==> config.mk <==
export PLATFORM = sky130hd
export DESIGN_NAME = mux8_rr_scheduler
export DESIGN_NICKNAME = d
export VERILOG_FILES = /design/src/rtl/mux8_rr_scheduler.sv
export SDC_FILE = /design/constraint.sdc
export NUM_CORES = 1
export LEC_CHECK = 0
export CORE_MARGIN = 5
export CORE_UTILIZATION = 35
export CTS_CLUSTER_DIAMETER = 30
export DETAILED_ROUTE_END_ITERATION = 7
export GPL_TIMING_DRIVEN = 0
export PLACE_DENSITY = 0.57
export SETUP_SLACK_MARGIN = 0.05
export SLEW_MARGIN = 20
export SYNTH_ARGS = -nofsm -noshare
export SYNTH_HDL_FRONTEND = slang
export SYNTH_SLANG_ARGS = --single-unit
==> constraint.sdc <==
create_clock -name clk -period 3.25 [get_ports clk]
set_clock_uncertainty 0.15 [all_clocks]
set_input_delay 0.65 -clock clk [delete_from_list [all_inputs] [get_ports clk]]
set_output_delay 0.65 -clock clk [all_outputs]
set_load 0.01 [all_outputs]
==> src/rtl/mux8_rr_scheduler.sv <==
// Round-robin scheduler for the shared 8:1 haptic channel mux: grant, settle, then
// offer one sample per grant on a valid/ready handshake.
module mux8_rr_scheduler #(
    parameter int unsigned SETTLE_W = 4
) (
    input  logic                clk,
    input  logic                rst,
    input  logic [7:0]          req,
    input  logic [SETTLE_W-1:0] settle_cyc,
    output logic [2:0]          sel,
    output logic [7:0]          grant,
    output logic                smp_valid,
    input  logic                smp_ready,
    output logic                done,
    output logic                abort,
    output logic [2:0]          done_ch,
    output logic                busy
);

    typedef enum logic [1:0] {
        IDLE   = 2'd0,
        SETTLE = 2'd1,
        SAMPLE = 2'd2
    } state_t;

    state_t              state, state_nxt;
    logic [2:0]          ptr, ptr_nxt;
    logic [SETTLE_W-1:0] cnt, cnt_nxt;
    logic [2:0]          sel_nxt, done_ch_nxt;
    logic [7:0]          grant_nxt;
    logic                smp_valid_nxt, done_nxt, abort_nxt, busy_nxt;
    logic [2:0]          win;
    logic                win_found;

    // First requester at or after ptr, wrapping 7 -> 0.
    always_comb begin
        win       = '0;
        win_found = 1'b0;
        for (int unsigned i = 0; i < 8; i++) begin
            if (!win_found && req[3'(32'(ptr) + i)]) begin
                win       = 3'(32'(ptr) + i);
                win_found = 1'b1;
            end
        end
    end

    always_comb begin
        state_nxt     = state;
        ptr_nxt       = ptr;
        cnt_nxt       = cnt;
        sel_nxt       = sel;
        grant_nxt     = grant;
        smp_valid_nxt = smp_valid;
        done_nxt      = 1'b0;
        abort_nxt     = 1'b0;
        done_ch_nxt   = done_ch;

        unique case (state)
            IDLE: begin
                grant_nxt     = '0;
                smp_valid_nxt = 1'b0;
                if (win_found) begin
                    state_nxt = SETTLE;
                    sel_nxt   = win;
                    grant_nxt = 8'b1 << win;
                    cnt_nxt   = settle_cyc;
                end
            end
            SETTLE: begin
                if (!req[sel]) begin
                    state_nxt     = IDLE;
                    grant_nxt     = '0;
                    smp_valid_nxt = 1'b0;
                    abort_nxt     = 1'b1;
                    done_ch_nxt   = sel;
                    ptr_nxt       = sel + 3'd1;
                end else if (cnt == '0) begin
                    state_nxt     = SAMPLE;
                    smp_valid_nxt = 1'b1;
                end else begin
                    cnt_nxt = cnt - SETTLE_W'(1);
                end
            end
            SAMPLE: begin
                // Handshake takes priority over a request drop in the same cycle.
                if (smp_valid && smp_ready) begin
                    state_nxt     = IDLE;
                    grant_nxt     = '0;
                    smp_valid_nxt = 1'b0;
                    done_nxt      = 1'b1;
                    done_ch_nxt   = sel;
                    ptr_nxt       = sel + 3'd1;
                end else if (!req[sel]) begin
                    state_nxt     = IDLE;
                    grant_nxt     = '0;
                    smp_valid_nxt = 1'b0;
                    abort_nxt     = 1'b1;
                    done_ch_nxt   = sel;
                    ptr_nxt       = sel + 3'd1;
                end
            end
            default: begin
                state_nxt     = IDLE;
                grant_nxt     = '0;
                smp_valid_nxt = 1'b0;
            end
        endcase

        busy_nxt = (state_nxt != IDLE);
    end

    always_ff @(posedge clk) begin
        if (rst) begin
            state     <= IDLE;
            ptr       <= '0;
            cnt       <= '0;
            sel       <= '0;
            grant     <= '0;
            smp_valid <= 1'b0;
            done      <= 1'b0;
            abort     <= 1'b0;
            done_ch   <= '0;
            busy      <= 1'b0;
        end else begin
            state     <= state_nxt;
            ptr       <= ptr_nxt;
            cnt       <= cnt_nxt;
            sel       <= sel_nxt;
            grant     <= grant_nxt;
            smp_valid <= smp_valid_nxt;
            done      <= done_nxt;
            abort     <= abort_nxt;
            done_ch   <= done_ch_nxt;
            busy      <= busy_nxt;
        end
    end

endmodule

==> impl_metrics.toml <==
[global_routing]
grt_first_pass_wirelength_mm = 8.83
maximum_number_of_pins_on_one_net_before_global_route_repair = 15
via_count_of_the_first_global_routing_pass = 1808
gr-total-overflow = 0
initial_antenna_violation_count = 0
grt_usage_pct = 13.9

[pwr]
ir_drop_mv = 0.278
powerDensity_nw_per_um2 = 716
p_sw_uw = 899
cellInternalPower_mw = 1.16
power.leakage_nw = 1.15
seqPwrFrac_pct = 21.7
p_comb_share_pct = 68.9
power_frac_clock_pct = 9.3
p_sw_share_pct = 43.6

[worst_setup_path]
path_max_fanout = 6
worst-setup-path-type = "reg -> reg"
worst-endpoint-required_ps = 3320
r2r_end = "grant[3]$_SDFF_PP0_"
startpoint_type = "flop"
regToRegStartpoint = "ptr[1]$_SDFFE_PP0P_"
setup.reg_to_reg.worst_slack_ps = 90
crit_arrival_ps = 3230
worst_r2r_path_depth = 10
timing.critical_path.to_type = "flop"

[cts]
tritoncts = "done"
cts_hold_buf = 0
cts.sink_count = 27
clkSlewWorstSetupHoldPaths_ps = 90
cts-htree-levels = 1
cts_buffer_depth = 2
cts-root-buf = "sky130_fd_sc_hd__clkbuf_8"
worstSkewPairLatency_ps = 270
cts-buffers-inserted = 3

[drt]
wl_per_cell_microns = 15.4
drt_pre_antenna_iters = 4
antenna_left = 0
drcViolationCount = 0
detail_route.iter0.violations = 62
routed_wirelength_mm = 5.36
avgViaCountPerCell = 5.43
vias = 1891

[finish]
drive_above_1_share_pct = 29.3
layout.filler_cells = 570
final_design_area_no_fill_sq_um = 2880
layout.cells.non_filler = 348
flow.area_growth_from_synthesis_pct = 33.3
fin_nets = 297
fin_util_pct = 48.4
n_antenna_cell = 0

[logic_synthesis]
yosys-top-cells-count = "27 x sky130_fd_sc_hd__dfxtp_1, 18 x sky130_fd_sc_hd__nand2_1, 17 x sky130_fd_sc_hd__nor2_1"
yosys_warnings = 0
ys_top_cells_by_area = "sky130_fd_sc_hd__dfxtp_1 25%, sky130_fd_sc_hd__mux4_2 9.4%, sky130_fd_sc_hd__mux2i_1 6.9%, sky130_fd_sc_hd__ha_1 4.6%, sky130_fd_sc_hd__mux2_2 3.6%"
dominant_cell_by_count_in_the_synthesized_netlist = "sky130_fd_sc_hd__dfxtp_1"
synth_top_cell_by_area = "sky130_fd_sc_hd__dfxtp_1"
summed_instance_area_of_the_synthesized_netlist_sq_um = 2160
ys.flop_type = "sky130_fd_sc_hd__dfxtp_1"
postSynthNetCount = 244
syn_area_per_cell_sq_um = 9.78
yosys_register_bits = 27
async_flop_share_pct = 0
synth_edf_count = 0
count_of_cell_types_in_the_netlist = 66
synth_top_cell_area_share_pct = 25.0
synth_seq_area_share_pct = 25.0
postSynthCellCount = 221

[floorplan]
core_area_sq_um = 5960
die_height_microns = 88.6
cell_rows = 28
die_area_sq_um = 7850
die_x_microns = 88.6
io_pins = 33
initial_core_util_pct = 36.3

[place]
gp_congestion = 0.851
numPortBuffers = 31
dpl_cell_area_sq_um = 2570
placed_wire_length_estimate_mm = 3.86
place_inst = 327
pre_cts_slack_ps = -283

[sta]
post_route_fraction_of_the_period_consumed_by_the_critical_path_pct = 97.2
timing.final.hold_violations = 0
final_max_slew_viol_count = 0
worst_slew_pin_slew_ps = 815
min_period_ps = 3160
worst_slew_margin_rel_pct = 45.3
fin_setup_tns_ps = 0
grt_setup_unrepaired = "yes"
clock.fmax_mhz = 317
report.final.setup_viol = 0
post-route-worst-setup-slack_ps = 92.2

[hold_path]
holdCritPathClass = "reg -> reg"
hold_end = "grant[0]$_SDFF_PP0_"
holdCritStartpoint = "grant[0]$_SDFF_PP0_"
worst_hold_path_cell_count = 2

[run]
timing.max_cap.violations = 0

[run_status]
status = "complete, no violations"
[power groups by stage]
stage / logic, mW / registers, mW / clock network [mW]
after detailed placement: 1.18 / 0.456 / 0
final: 1.42 / 0.448 / 0.193
after global placement: 1.17 / 0.454 / 0
after floorplan: 0.888 / 0.461 / 0
after CTS: 1.32 / 0.449 / 0.198
after global routing: 1.55 / 0.461 / 0.213
[registers in the layout, indices dropped and copies added (netlist names)]
signal,flops
cnt,4
sel,3
smp_valid,1
done,1
grant,8
done_ch,3
busy,1
state,2
ptr,3
abort,1
[layout make-up]
cell class / instances / area, sq um / area share, %
timing repair buffer: 49 / 465 / 16.2
inverter: 12 / 50.0 / 1.74
buffer: 8 / 56.3 / 1.95
multi-input combinational: 173 / 1630 / 56.5
sequential: 27 / 543 / 18.9
tap: 75 / 93.8 / 3.26
clock buffer: 4 / 45.0 / 1.56
[per-stage QoR]
| stage | hold WS (ps) | total power [mW] |
|---|---|---|
| final | 300 | 2.06 |
| after global routing | 338 | 2.22 |
| after CTS | 307 | 1.96 |
| after detailed placement | 294 | 1.63 |
| after global placement | 287 | 1.62 |
| after floorplan | 312 | 1.35 |
[timing repair]
action | in CTS | in global routing
setup endpoints to repair | 18 | 16
buffers inserted | 5 | 13
resized for setup | 15 | 19
pin swaps | 6 | 8
[kinds of logic after synthesis]
| logic type | share of synthesized area (%) |
|---|---|
| compound gates | 22.2 |
| xor+xnor | 2.84 |
| fa+ha+maj | 4.63 |
| buf+inv | 4.28 |
| flops | 25.0 |
| mux | 24.8 |
| simple gates | 16.3 |
[layer usage]
metal	global-route usage, %	routed length, microns
met2	22.6	2580
met1	20.1	2600
met5	0	0
met4	1.24	62
met3	2.23	119
[critical path, cell delays in order (launching register included)]
cell,delay (ps)
sky130_fd_sc_hd__dfxtp_2,340
sky130_fd_sc_hd__buf_6,130
sky130_fd_sc_hd__inv_6,40
sky130_fd_sc_hd__ha_4,270
sky130_fd_sc_hd__mux4_2,580
sky130_fd_sc_hd__mux2_4,330
sky130_fd_sc_hd__or2_0,210
sky130_fd_sc_hd__mux2_4,290
sky130_fd_sc_hd__o32ai_4,330
sky130_fd_sc_hd__o31a_1,270
sky130_fd_sc_hd__a22o_1,150
[worst max path at each step]
| stage | endpoint | cells past startpoint | start | slack [ps] |
|---|---|---|---|---|
| finish | grant[3]$_SDFF_PP0_ | 10 | ptr[1]$_SDFFE_PP0P_ | 90 |
| CTS | busy$_SDFF_PP0_ | 8 | req[6] | 80 |
| detailed placement | grant[5]$_SDFF_PP0_ | 8 | req[7] | -280 |
| global route | grant[3]$_SDFF_PP0_ | 10 | ptr[1]$_SDFFE_PP0P_ | -10 |
| floorplan | sel[1]$_SDFFE_PP0P_ | 11 | ptr[0]$_SDFFE_PP0P_ | 50 |
| global placement | busy$_SDFF_PP0_ | 12 | ptr[0]$_SDFFE_PP0P_ | -310 |
[placed cells by master, fill, tap and decap left out, drive strengths merged, types with 2 or more instances in the layout]
cell           count
nor2b              3
mux2i             17
xor2               2
nor3               2
mux2               8
mux4              11
or3b               2
or2b               2
xnor2              2
a22oi              2
or2                5
o21a               2
a21oi             13
nor2              18
dlymetal6s2s       8
clkdlybuf4s50     23
nand3              4
inv               11
nand2             19
a31oi              3
nor4               2
clkbuf             8
buf               22
o31a               3
o221ai             4
ha                 8
o22ai              3
o31ai              3
dfxtp             27
a22o               4
a211oi             3
o21ai             11
No activity file was read; power rests on OpenSTA's default activity.
